<file path="src/rtl/motor_ramp_seq.sv">
// Ramp/coast command sequencer in front of motor_cntrl: slews each wheel toward its target once per tick.
// Define MOTOR_RAMP_ASYM_EN to use DECEL_STEP for steps that shrink |speed|.
module motor_ramp_seq #(
  parameter logic [11:0] RAMP_STEP   = 12'd16,
  parameter int          TICK_DIV    = 1024,
  parameter int          COAST_TICKS = 4,
  parameter logic [11:0] DECEL_STEP  = 12'd32
) (
  input  logic        clk,
  input  logic        rst,
  input  logic [11:0] cmd_lft,
  input  logic [11:0] cmd_rht,
  input  logic        cmd_vld,
  output logic        cmd_rdy,
  input  logic        estop,
  output logic [11:0] lft,
  output logic [11:0] rht,
  output logic        at_target
);

  localparam int TW = (TICK_DIV > 1) ? $clog2(TICK_DIV) : 1;
  localparam int CW = $clog2(COAST_TICKS + 1);
  localparam logic [TW-1:0] TICK_LAST  = TW'(TICK_DIV - 1);
  localparam logic [CW-1:0] COAST_LOAD = CW'(COAST_TICKS);

  typedef enum logic {RUN, COAST} wheel_state_e;

  logic [TW-1:0]      tick_cnt_q, tick_cnt_d;
  logic               tick;
  logic               accept;
  logic signed [11:0] cur_q [2];
  logic signed [11:0] cur_d [2];
  logic signed [11:0] tgt_q [2];
  logic signed [11:0] tgt_d [2];
  logic signed [11:0] cmd_in [2];
  wheel_state_e       state_q [2];
  wheel_state_e       state_d [2];
  logic [CW-1:0]      coast_cnt_q [2];
  logic [CW-1:0]      coast_cnt_d [2];
  logic [12:0]        ramp_res [2];

  // -2048 has no positive counterpart, so it is folded onto -2047
  function automatic logic signed [11:0] clamp_cmd(input logic [11:0] c);
    return (c == 12'h800) ? 12'sh801 : $signed(c);
  endfunction

  // One RUN-state step: returns {enter_coast, next_cur}
  function automatic logic [12:0] ramp_step(input logic signed [11:0] cur,
                                            input logic signed [11:0] tgt);
    logic signed [12:0] cur_x, eff, diff, mag, step_x;
    logic        [11:0] step_v;
    logic signed [11:0] nxt;
    logic               opposite;
    cur_x    = {cur[11], cur};
    opposite = (cur != 12'sd0) && (tgt != 12'sd0) && (cur[11] != tgt[11]);
    eff      = opposite ? 13'sd0 : {tgt[11], tgt};
    diff     = eff - cur_x;
    mag      = diff[12] ? -diff : diff;
    step_v   = RAMP_STEP;
`ifdef MOTOR_RAMP_ASYM_EN
    if ((cur_x > 0 && diff < 0) || (cur_x < 0 && diff > 0))
      step_v = DECEL_STEP;
`endif
    step_x = {1'b0, step_v};
    if (mag <= step_x)
      nxt = eff[11:0];
    else if (diff[12])
      nxt = cur - step_v;
    else
      nxt = cur + step_v;
    return {opposite && (nxt == 12'sd0), nxt};
  endfunction

  always_comb begin
    tick       = (tick_cnt_q == TICK_LAST);
    tick_cnt_d = tick ? '0 : tick_cnt_q + 1'b1;
  end

  assign cmd_rdy   = ~estop;
  assign accept    = cmd_vld & ~estop;
  assign cmd_in[0] = clamp_cmd(cmd_lft);
  assign cmd_in[1] = clamp_cmd(cmd_rht);

  // Ramp FSMs read tgt_q, so a command landing on a tick edge only affects later ticks
  always_comb begin
    for (int w = 0; w < 2; w++) begin
      cur_d[w]       = cur_q[w];
      tgt_d[w]       = tgt_q[w];
      state_d[w]     = state_q[w];
      coast_cnt_d[w] = coast_cnt_q[w];
      ramp_res[w]    = ramp_step(cur_q[w], tgt_q[w]);
      if (estop) begin
        cur_d[w]       = '0;
        tgt_d[w]       = '0;
        state_d[w]     = COAST;
        coast_cnt_d[w] = COAST_LOAD;
      end else begin
        if (accept)
          tgt_d[w] = cmd_in[w];
        if (tick) begin
          unique case (state_q[w])
            RUN: begin
              cur_d[w] = ramp_res[w][11:0];
              if (ramp_res[w][12]) begin
                state_d[w]     = COAST;
                coast_cnt_d[w] = COAST_LOAD;
              end
            end
            COAST: begin
              cur_d[w]       = '0;
              coast_cnt_d[w] = coast_cnt_q[w] - 1'b1;
              if (coast_cnt_q[w] <= CW'(1)) begin
                state_d[w]     = RUN;
                coast_cnt_d[w] = '0;
              end
            end
            default: state_d[w] = RUN;
          endcase
        end
      end
    end
  end

  always_ff @(posedge clk or posedge rst) begin
    if (rst) begin
      tick_cnt_q <= '0;
      for (int w = 0; w < 2; w++) begin
        cur_q[w]       <= '0;
        tgt_q[w]       <= '0;
        state_q[w]     <= RUN;
        coast_cnt_q[w] <= '0;
      end
    end else begin
      tick_cnt_q <= tick_cnt_d;
      for (int w = 0; w < 2; w++) begin
        cur_q[w]       <= cur_d[w];
        tgt_q[w]       <= tgt_d[w];
        state_q[w]     <= state_d[w];
        coast_cnt_q[w] <= coast_cnt_d[w];
      end
    end
  end

  assign lft       = cur_q[0];
  assign rht       = cur_q[1];
  assign at_target = (state_q[0] == RUN) && (state_q[1] == RUN) &&
                     (cur_q[0] == tgt_q[0]) && (cur_q[1] == tgt_q[1]);

endmodule

</file>
<file path="config.mk">
export PLATFORM = sky130hd
export DESIGN_NAME = motor_ramp_seq
export DESIGN_NICKNAME = d
export VERILOG_FILES = /design/src/rtl/motor_ramp_seq.sv
export SDC_FILE = /design/constraint.sdc
export NUM_CORES = 1
export LEC_CHECK = 0
export CAP_MARGIN = 40
export CORE_MARGIN = 3
export CORE_UTILIZATION = 55
export CTS_BUF_LIST = sky130_fd_sc_hd__clkbuf_8
export CTS_CLUSTER_DIAMETER = 60
export DETAILED_ROUTE_END_ITERATION = 16
export GPL_TIMING_DRIVEN = 0
export MAX_ROUTING_LAYER = met4
export PLACE_DENSITY = 0.84
export SKIP_CTS_REPAIR_TIMING = 1
export SYNTH_ARGS = -nofsm -noshare
export SYNTH_HDL_FRONTEND = slang
export SYNTH_SLANG_ARGS = --single-unit
export TNS_END_PERCENT = 1
</file>
<file path="constraint.sdc">
create_clock -name clk -period 4.9 [get_ports clk]
set_clock_uncertainty 0.15 [all_clocks]
set_input_delay 0.735 -clock clk [delete_from_list [all_inputs] [get_ports clk]]
set_output_delay 0.735 -clock clk [all_outputs]
set_load 0.01 [all_outputs]
</file>
After elaboration in Yosys (flattened, before gate mapping)
Index checks and enable logic that the tools add are counted.

word-level totals
  input bits = 28
  word-level logic and storage cells = 97
  latch bits = 0
  bits in read-only memories = 0
  memories kept = 0
  bits in registers = 66
  memory bits (writable) = 0

cells by class
  muxes and demuxes = 41
  shift-type cells = 0
  divide/modulo/power cells = 0
  reduce and logical (&&, ||, !) cells = 19
  magnitude comparators = 4
  equal/unequal tests = 9
  $add $sub $neg = 11
  multipliers = 0
  bitwise operators = 4

operators with widths
  cell                                                  count
  two-way mux 12 bit                                    14
  two-way mux 13 bit                                    4
  one-hot mux 12 bit (2 select lines)                   2
  nonzero test 12 bit                                   4
  <= comparator 13 x 6 -> 1 bit, second input constant  2
  negation 13 bit                                       2
  subtractor 13 x 12 -> 13 bit                          2
  adder 12 x 5 -> 12 bit, second input constant         2
  == test 12 bit                                        2
  == test 12 bit, second input constant                 2
  logical NOT 12 bit                                    2
  two-way mux 3 bit                                     8
  subtractor 12 x 5 -> 12 bit, second input constant    2
  one-hot mux 3 bit (2 select lines)                    2
  adder 10 x 1 -> 10 bit, second input constant         1
  == test 10 bit, second input constant                 1
  two-way mux 10 bit                                    1
  logical AND 1 bit                                     9
  two-way mux 1 bit                                     8
  <= comparator 3 x 1 -> 1 bit, second input constant   2
  inequality test 3 bit, second input constant          2
  subtractor 3 x 1 -> 3 bit, second input constant      2
  one-hot mux 1 bit (2 select lines)                    2
  AND reduction 2 bit                                   2
  other kinds (4)                                       8

Longest topological paths before layout
Gate-level depths: netlist (run 1).

  depth in word-level cells = 15
  gate-level depth with buffers = 25

Worst setup path before layout (run 1)
OpenSTA, ideal clock, no wires.

  path type = register to register
  start point = register cur_q, in the netlist rht[0]
  end point = register coast_cnt_q[2] (netlist bit)
  stages on the path, launching flop included = 25
  data arrival time = 4.922 ns
  clock period less this slack = 5.208 ns
  buffers on the path = 2
  setup slack = -0.308 ns
  cell sequence = dfrtp_1 > nor4_1 > a311oi_1 > a21oi_1 > clkbuf_1 > nand2_1 > ha_1 > inv_1 > fa_1 > a211oi_2 > nor4b_2 > nor3_2 > o21a_1 > buf_4 > ha_1 > a21o_1 > a21oi_1 > o21ai_0 > a211oi_1 > a21oi_1 > or4_1 > or3_1 > o2111a_1 > o31ai_1 > nand3_1

between the ends
  cells in the longest elaborated chain, start to end = 13
  elaborated cells on any way between the ends = 16

RTL lines
  element                              line  source
  from (decl)                          31    logic signed [11:0] cur_q [2];
  from (signal, indexed assignment)    136   cur_q[w] <= cur_d[w];
  nonzero test 12 bit                  55    opposite = (cur != 12'sd0) && (tgt != 12'sd0) && (cur[11] != tgt[11]);
  logical AND 1 bit (2 in series)      55
  two-way mux 13 bit                   56    eff = opposite ? 13'sd0 : {tgt[11], tgt};
  subtractor 13 x 12 -> 13 bit         57    diff = eff - cur_x;
  negation 13 bit                      58    mag = diff[12] ? -diff : diff;
  two-way mux 13 bit                   58
  <= comparator 13 x 6 -> 1 bit        65    if (mag <= step_x)
  two-way mux 12 bit                   65
  logical NOT 12 bit                   71    return {opposite && (nxt == 12'sd0), nxt};
  logical AND 1 bit (*)                71
  inequality test 3 bit (no line) (*)  --
  AND reduction 2 bit (no line) (*)    --
  to (signal, indexed assignment)      139   coast_cnt_q[w] <= coast_cnt_d[w];
  to (decl)                            38    logic [CW-1:0] coast_cnt_q [2];

Every way passes the cells marked *; elsewhere a longest branch is shown, timed or not.
A chain may end at the register's enable or synchronous reset.

Final worst setup path (run 1)
  start point = register cur_q, in the netlist rht[2]
  end point = register coast_cnt_q[1] (netlist bit)

Same word-level chain as after synthesis.

==> results of run 1 <==
## routing by layer
layer | share of wire (%) | global-route usage (%) | up-vias
met5 | 0 | - | -
met4 | 6.2 | 8.013 | 0
met3 | 10 | 4.420 | 139
met2 | 47 | 45.69 | 487
met1 | 37 | 36.78 | 3127
li1 | - | - | 2902
## cell usage in the layout, fill, tap and decap left out, types with 9 or more instances in the layout
cell,count
xor2_1,24
nor3_1,14
clkbuf_8,10
xnor2_1,35
o211ai_1,11
nor2_1,62
nor4_1,12
and2_1,30
clkdlybuf4s50_1,51
dfrtp_1,35
nand2b_1,10
nand2_1,46
inv_1,41
a21oi_1,23
or4_1,11
ha_1,32
mux2i_1,27
clkbuf_1,9
o21ai_0,15
ha_4,9
nand3_1,21
a21oi_2,9
dfrtp_2,31
buf_4,62
## worst paths after layout
check / to / depth (start not counted) / slack [ns] / startpoint
min: tick_cnt_q[4] / 1 / 0.33 / tick_cnt_q[4]
min reg2reg: tick_cnt_q[4] / 1 / 0.33 / tick_cnt_q[4]
max: coast_cnt_q[1] / 25 / -0.47 / rht[2]
max in group asynchronous: rht[5] / 3 / 3.36 / rst
min in group asynchronous: coast_cnt_q[0] / 2 / 0.60 / rst
max reg2reg: coast_cnt_q[1] / 25 / -0.47 / rht[2]
## area by class of cell
cell class                      count  area (um^2)  area share, %
Tap cell                          140        175.2          2.155
Timing Repair Buffer              114        999.7          12.30
Buffer                             23        140.1          1.724
Clock buffer                       10        137.6          1.693
Multi-Input combinational cell    587         4723          58.11
Sequential cell                    66         1690          20.80
Inverter                           46        172.7          2.124
Clock inverter                      6        88.84          1.093
## cell usage after synthesis, types with 5 or more instances
cell | count | share of area, %
o21a_1 | 7 | 0.85
nand3b_1 | 5 | 0.60
nor4_1 | 19 | 1.9
buf_2 | 6 | 0.48
nand4_1 | 7 | 0.71
dfrtp_1 | 66 | 27
xnor2_1 | 37 | 5.2
mux2i_1 | 27 | 4.4
nor3_1 | 16 | 1.3
inv_1 | 44 | 2.7
nand2_1 | 49 | 3.0
a22o_1 | 6 | 0.85
or4_1 | 11 | 1.3
a211oi_1 | 9 | 1.1
xor2_1 | 25 | 3.5
nor2b_1 | 6 | 0.60
ha_1 | 43 | 8.7
or3_1 | 8 | 0.81
a31oi_1 | 7 | 0.71
nand2b_1 | 11 | 1.1
o21ai_0 | 21 | 1.7
nor4b_1 | 7 | 0.99
o31ai_1 | 5 | 0.60
nand3_1 | 21 | 1.7
nor2_1 | 65 | 3.9
a21o_1 | 7 | 0.85
clkbuf_1 | 13 | 0.79
o211ai_1 | 11 | 1.3
and2_1 | 33 | 3.3
a21oi_1 | 30 | 2.4
## kinds of logic (layout without fill, tap and decap cells)
family,count (synthesis),after routing,synth area share [%]
simple gates,289,289,25.91
fa+ha+maj,47,47,9.960
xor+xnor,62,62,8.750
buf+inv,72,199,4.839
mux,28,28,4.536
compound gates,161,161,19.40
flops,66,66,26.61
## flip-flops by register name, indices dropped and copies added, names as in the netlist
signal	flops
tick_cnt_q	10
tgt_q	24
state_q	2
lft	12
coast_cnt_q	6
rht	12
## per-stage QoR
stage | cells | instance area, um^2 | hold WS, ns | setup WS, ns
6_report | 992 | 8128 | 0.3315 | -0.4705
5_1_grt | 992 | 8128 | 0.3349 | -0.6020
4_1_cts | 933 | 7174 | 0.3307 | -1.289
3_5_place_dp | 917 | 6948 | 0.3139 | -1.252
3_3_place_gp | 916 | 6928 | 0.3102 | -1.045
2_1_floorplan | 725 | 6242 | 0.2951 | -0.03438
## power breakdown
part / total [uW] / leakage (uW) / internal (uW) / switching [uW]
clock: 531 / 0.000114 / 301 / 230
sequential: 581 / 0.000820 / 556 / 25.0
combinational: 601 / 0.00239 / 263 / 338
total: 1710 / 0.00333 / 1120 / 593
==> results.txt, run 1 <==
Synth Instances = 725
clk_lat worst skew = 0.36 ns
worst setup margin = -0.4705 ns
num ports = 54
die area = 12590 um^2
Fillers = 724
clk buf depth = 2
Starting Density = 56.75%
CTS buffer count = 9
Syn. warnings = 0
Cell Area, Synth = 6206 um^2
row count = 38
first-pass GRT wire length = 28540 um
crit end category = flip-flop
Seq/Total Area, Yosys = 26.61%
Critical-path top delay cell = dfrtp_2
syn_nets = 800
Max-Cap Viols = 0
final hold violations = 0
CTS sink count = 66
post-synthesis area per instance = 8.560 um^2
WP buf/inv = 6
CP top delay family = simple AND/OR/NAND/NOR gates
DRC viols = 0
Die Span X = 112.2 um
via count = 6655
Power Density = 210.8 nW/um^2
initial antenna violation count = 0
Pre-antenna DRT Iters = 7
Synth async-reset ratio = 100.0%
Util after Layout = 74.32%
Initial DRC Count = 719
clk root buf = clkbuf_8
vias in the first global route = 5870
DPL Wire Length = 13290 um
max-slew violations = 0
die height = 112.2 um
port buffer count = 51
kind of critical path = flip-flop to flip-flop
Area growth, synth to finish = 30.97%
Worst Tran Pin Value = 0.9204 ns
CORE AREA = 10940 um^2
gr ovfl total = 0
worst path arrival time = 5.44 ns
Worst-path clk slew = 0.07 ns
Pleak = 0.003327 uW
Setup crit start kind = flip-flop
Max FO, Critical Path = 5
Slew HR = 38.17%
WL/cell = 21.26 um
Inserted Diodes = 0
largest net degree at the start of global routing = 41
layout cells sized above 1 = 25.23%
Period minus WS final = 5.370 ns
TritonCTS clock tree = built
Post-Route WL = 21090 um
Peak Freq = 186.2 MHz
# setup viols final = 18
setup tns final = -3.689 ns
Yosys cell types = 83
Final ANT Viol Nets = 0
status = finished, violations left
vias per cell = 6.709
RSZ-0062 raised after global routing = true
Post-synth EDFFs = 0
Power, Total = 1713 uW
top_reg_cell synth = dfrtp_1
Tcrit/Tclk final = 109.6%
global-route usage over all layers = 28.16%
violated checks = negative setup slack
Placer Congestion = 0.9224
worst min path class = flip-flop to flip-flop
Max stage delay on crit path = 0.46 ns
flops & latches, synth = 66
Worst IR Drop VDD = 0.2844 mV
Nets = 922
H-tree levels = 3
worst endpoint required time = 4.97 ns
Note: power is estimated with default switching activity, not from simulation.
==> inputs of run 2 (changes only) <==
--- a/config.mk
+++ b/config.mk
@@ -7,13 +7,13 @@
 export LEC_CHECK = 0
 export CAP_MARGIN = 40
 export CORE_MARGIN = 3
-export CORE_UTILIZATION = 55
+export CORE_UTILIZATION = 33
 export CTS_BUF_LIST = sky130_fd_sc_hd__clkbuf_8
 export CTS_CLUSTER_DIAMETER = 60
 export DETAILED_ROUTE_END_ITERATION = 16
 export GPL_TIMING_DRIVEN = 0
 export MAX_ROUTING_LAYER = met4
-export PLACE_DENSITY = 0.84
+export PLACE_DENSITY = 0.56
 export SKIP_CTS_REPAIR_TIMING = 1
 export SYNTH_ARGS = -nofsm -noshare
 export SYNTH_HDL_FRONTEND = slang
==> run 2 against run 1 <==
The flow still finishes with violations (negative setup slack). Die area increased by 63%. Sequential power barely moved. Setup slack gained 0.074 ns.
==> results.txt, run 2 (same netlist as run 1, synthesis figures left out) <==
worst r2r src = rht[0] (was rht[2])
Inserted Diodes = 0 (unchanged)
worst setup margin = -0.3965 ns (was -0.4705 ns)
CTS sink count = 66 (unchanged)
Fillers = 1818 (was 724)
vias per cell = 5.455 (was 6.709)
Util after Layout = 42.76% (was 74.32%)
CORE AREA = 18210 um^2 (was 10940 um^2)
Peak Freq = 188.8 MHz (was 186.2 MHz)
Power Density = 210.9 nW/um^2 (was 210.8 nW/um^2)
crit end category = flip-flop (unchanged)
global-route usage over all layers = 17.25% (was 28.16%)
Max-Cap Viols = 0 (unchanged)
kind of critical path = flip-flop to flip-flop (unchanged)
gr ovfl total = 0 (unchanged)
Worst-path clk slew = 0.08 ns (was 0.07 ns)
clk buf depth = 2 (unchanged)
Hold Path End = tick_cnt_q[6] (was tick_cnt_q[4])
clk root buf = clkbuf_8 (unchanged)
DP Cell Count = 1006 (was 917)
clk_lat worst skew = 0.35 ns (was 0.36 ns)
final hold violations = 0 (unchanged)
FF-to-FF path depth = 25 (unchanged)
Initial DRC Count = 321 (was 719)
Tcrit/Tclk final = 108.1% (was 109.6%)
violated checks = negative setup slack (unchanged)
initial antenna violation count = 0 (unchanged)
most frequent cells in the layout = nor2_1 (64), dfrtp_1 (52), clkdlybuf4s50_1 (51), nand2_1 (47), inv_1 (42) (was nor2_1 (62), buf_4 (62), clkdlybuf4s50_1 (51), nand2_1 (46), inv_1 (41))
RSZ-0062 raised after global routing = true (unchanged)
num ports = 54 (unchanged)
H-tree levels = 3 (unchanged)
TritonCTS clock tree = built (unchanged)
layout cells sized above 1 = 17.94% (was 25.23%)
row count = 49 (was 38)
Power, Total = 1642 uW (was 1713 uW)
Placer Congestion = 0.8352 (was 0.9224)
leading cell type in the layout, fill and taps excluded = nor2_1
max FFs per register = 24 (unchanged)
Max FO, Critical Path = 6 (was 5)
worst min path class = flip-flop to flip-flop (unchanged)
Setup crit start kind = flip-flop (unchanged)
vias in the first global route = 5162 (was 5870)
Pleak = 0.003172 uW (was 0.003327 uW)
Period minus WS final = 5.296 ns (was 5.370 ns)
Worst Tran Pin Value = 0.7847 ns (was 0.9204 ns)
largest net degree at the start of global routing = 44 (was 41)
die height = 143.1 um (was 112.2 um)
Pre-antenna DRT Iters = 4 (was 7)
Post-Route WL = 17890 um (was 21090 um)
Final ANT Viol Nets = 0 (unchanged)
Slew HR = 47.28% (was 38.17%)
max-slew violations = 0 (unchanged)
hold_sp = tick_cnt_q[6] (was tick_cnt_q[4])
worst path arrival time = 5.37 ns (was 5.44 ns)
status = finished, violations left (unchanged)
worst hold path stage count = 1 (unchanged)
worst endpoint required time = 4.98 ns (was 4.97 ns)
CTS buffer count = 9 (unchanged)
via count = 5750 (was 6655)
fin cells = 1054 (was 992)
Die Span X = 143.1 um (was 112.2 um)
die area = 20490 um^2 (was 12590 um^2)
Area growth, synth to finish = 25.46% (was 30.97%)
Starting Density = 34.08% (was 56.75%)
Nets = 895 (was 922)
WL/cell = 16.98 um (was 21.26 um)
Biggest register = tgt_q (unchanged)
port buffer count = 51 (unchanged)
DRC viols = 0 (unchanged)
first-pass GRT wire length = 27700 um (was 28540 um)
Hold Slack = 0.3283 ns (was 0.3315 ns)
# setup viols final = 8 (was 18)
r2r setup slk = -0.40 ns (was -0.47 ns)
Reg-to-Reg End = coast_cnt_q[2] (was coast_cnt_q[1])
Worst IR Drop VDD = 0.1099 mV (was 0.2844 mV)
DPL Wire Length = 13490 um (was 13290 um)
-- run 2: cell count changes in the layout (fill, tap and decap cells not counted), sizes merged --
| cell | change |
|---|---|
| clkinvlp | +1 |
| buf | -28 |
| clkinv | +2 |
| inv | -2 |
-- run 2: worst max-delay path, stage by stage, from the launching register on --
cell and delay [ns]:
dfrtp_2 0.44, nor4_4 0.39, a311oi_2 0.18, a21oi_2 0.24
buf_6 0.16, nand2_2 0.04, ha_2 0.18, inv_2 0.05
fa_2 0.23, a211oi_4 0.10, nor4b_4 0.32, nor3_2 0.08
o21a_1 0.20, buf_6 0.13, ha_1 0.26, a21o_1 0.17
a21oi_2 0.22, buf_4 0.14, o21ai_0 0.11, a21o_1 0.20
a21oi_2 0.18, xnor2_2 0.13, or3_4 0.40, o2111a_2 0.18
o31ai_1 0.20, nand3_1 0.10
-- run 2: area by class of cell --
cell class                 count  area (um^2)  area share (%)
timing repair buffer          87        798.3           10.25
multi-input combinational    587         4501           57.80
sequential                    66         1669           21.44
buffer                        23        136.4           1.752
tap                          229        286.5           3.680
inverter                      46        177.7           2.282
clock buffer                   9        123.9           1.591
clock inverter                 7        93.84           1.205
-- run 2: worst max path at each step --
stage / from / endpoint / slack (ns) / cells past startpoint
4_1_cts: lft[0] / state_q[1] / -1.19 / 23
3_5_place_dp: lft[0] / state_q[1] / -1.15 / 23
5_1_grt: rht[0] / coast_cnt_q[0] / -0.62 / 24
3_3_place_gp: lft[0] / coast_cnt_q[4] / -1.17 / 23
2_1_floorplan: rht[3] / coast_cnt_q[0] / -0.03 / 24
6_report: rht[0] / coast_cnt_q[2] / -0.40 / 25
-- run 2: per-layer routing --
metal	GRT usage, %	vias to the layer above	routed length (um)
met5	-	-	0
met2	25.30	132	8053
li1	-	2859	-
met3	1.976	21	738
met4	3.552	0	237
met1	25.59	2738	8866
-- run 2: through the flow --
| step | setup slack, ns | instance area [um^2] | setup TNS (ns) |
|---|---|---|---|
| after global placement | -1.172 | 7039 | -12.40 |
| after CTS | -1.190 | 7287 | -13.18 |
| after global routing | -0.6245 | 7786 | -5.195 |
| final | -0.3965 | 7786 | -2.173 |
| after floorplan | -0.03438 | 6242 | -0.03510 |
| after detailed placement | -1.152 | 7069 | -12.42 |
-- run 2: power by group --
group	internal [uW]	switching [uW]	total, uW
clock	285	230	516
combinational	245	301	546
sequential	556	24.4	580
total	1090	555	1640
==> inputs of run 3 (changes only) <==
--- a/config.mk
+++ b/config.mk
@@ -7,13 +7,13 @@
 export LEC_CHECK = 0
 export CAP_MARGIN = 40
 export CORE_MARGIN = 3
-export CORE_UTILIZATION = 33
+export CORE_UTILIZATION = 55
 export CTS_BUF_LIST = sky130_fd_sc_hd__clkbuf_8
 export CTS_CLUSTER_DIAMETER = 60
 export DETAILED_ROUTE_END_ITERATION = 16
 export GPL_TIMING_DRIVEN = 0
 export MAX_ROUTING_LAYER = met4
-export PLACE_DENSITY = 0.56
+export PLACE_DENSITY = 0.84
 export SKIP_CTS_REPAIR_TIMING = 1
 export SYNTH_ARGS = -nofsm -noshare
 export SYNTH_HDL_FRONTEND = slang
==> results of run 3 <==
No change in the layout: final DEF, timing and power equal those of run 1.
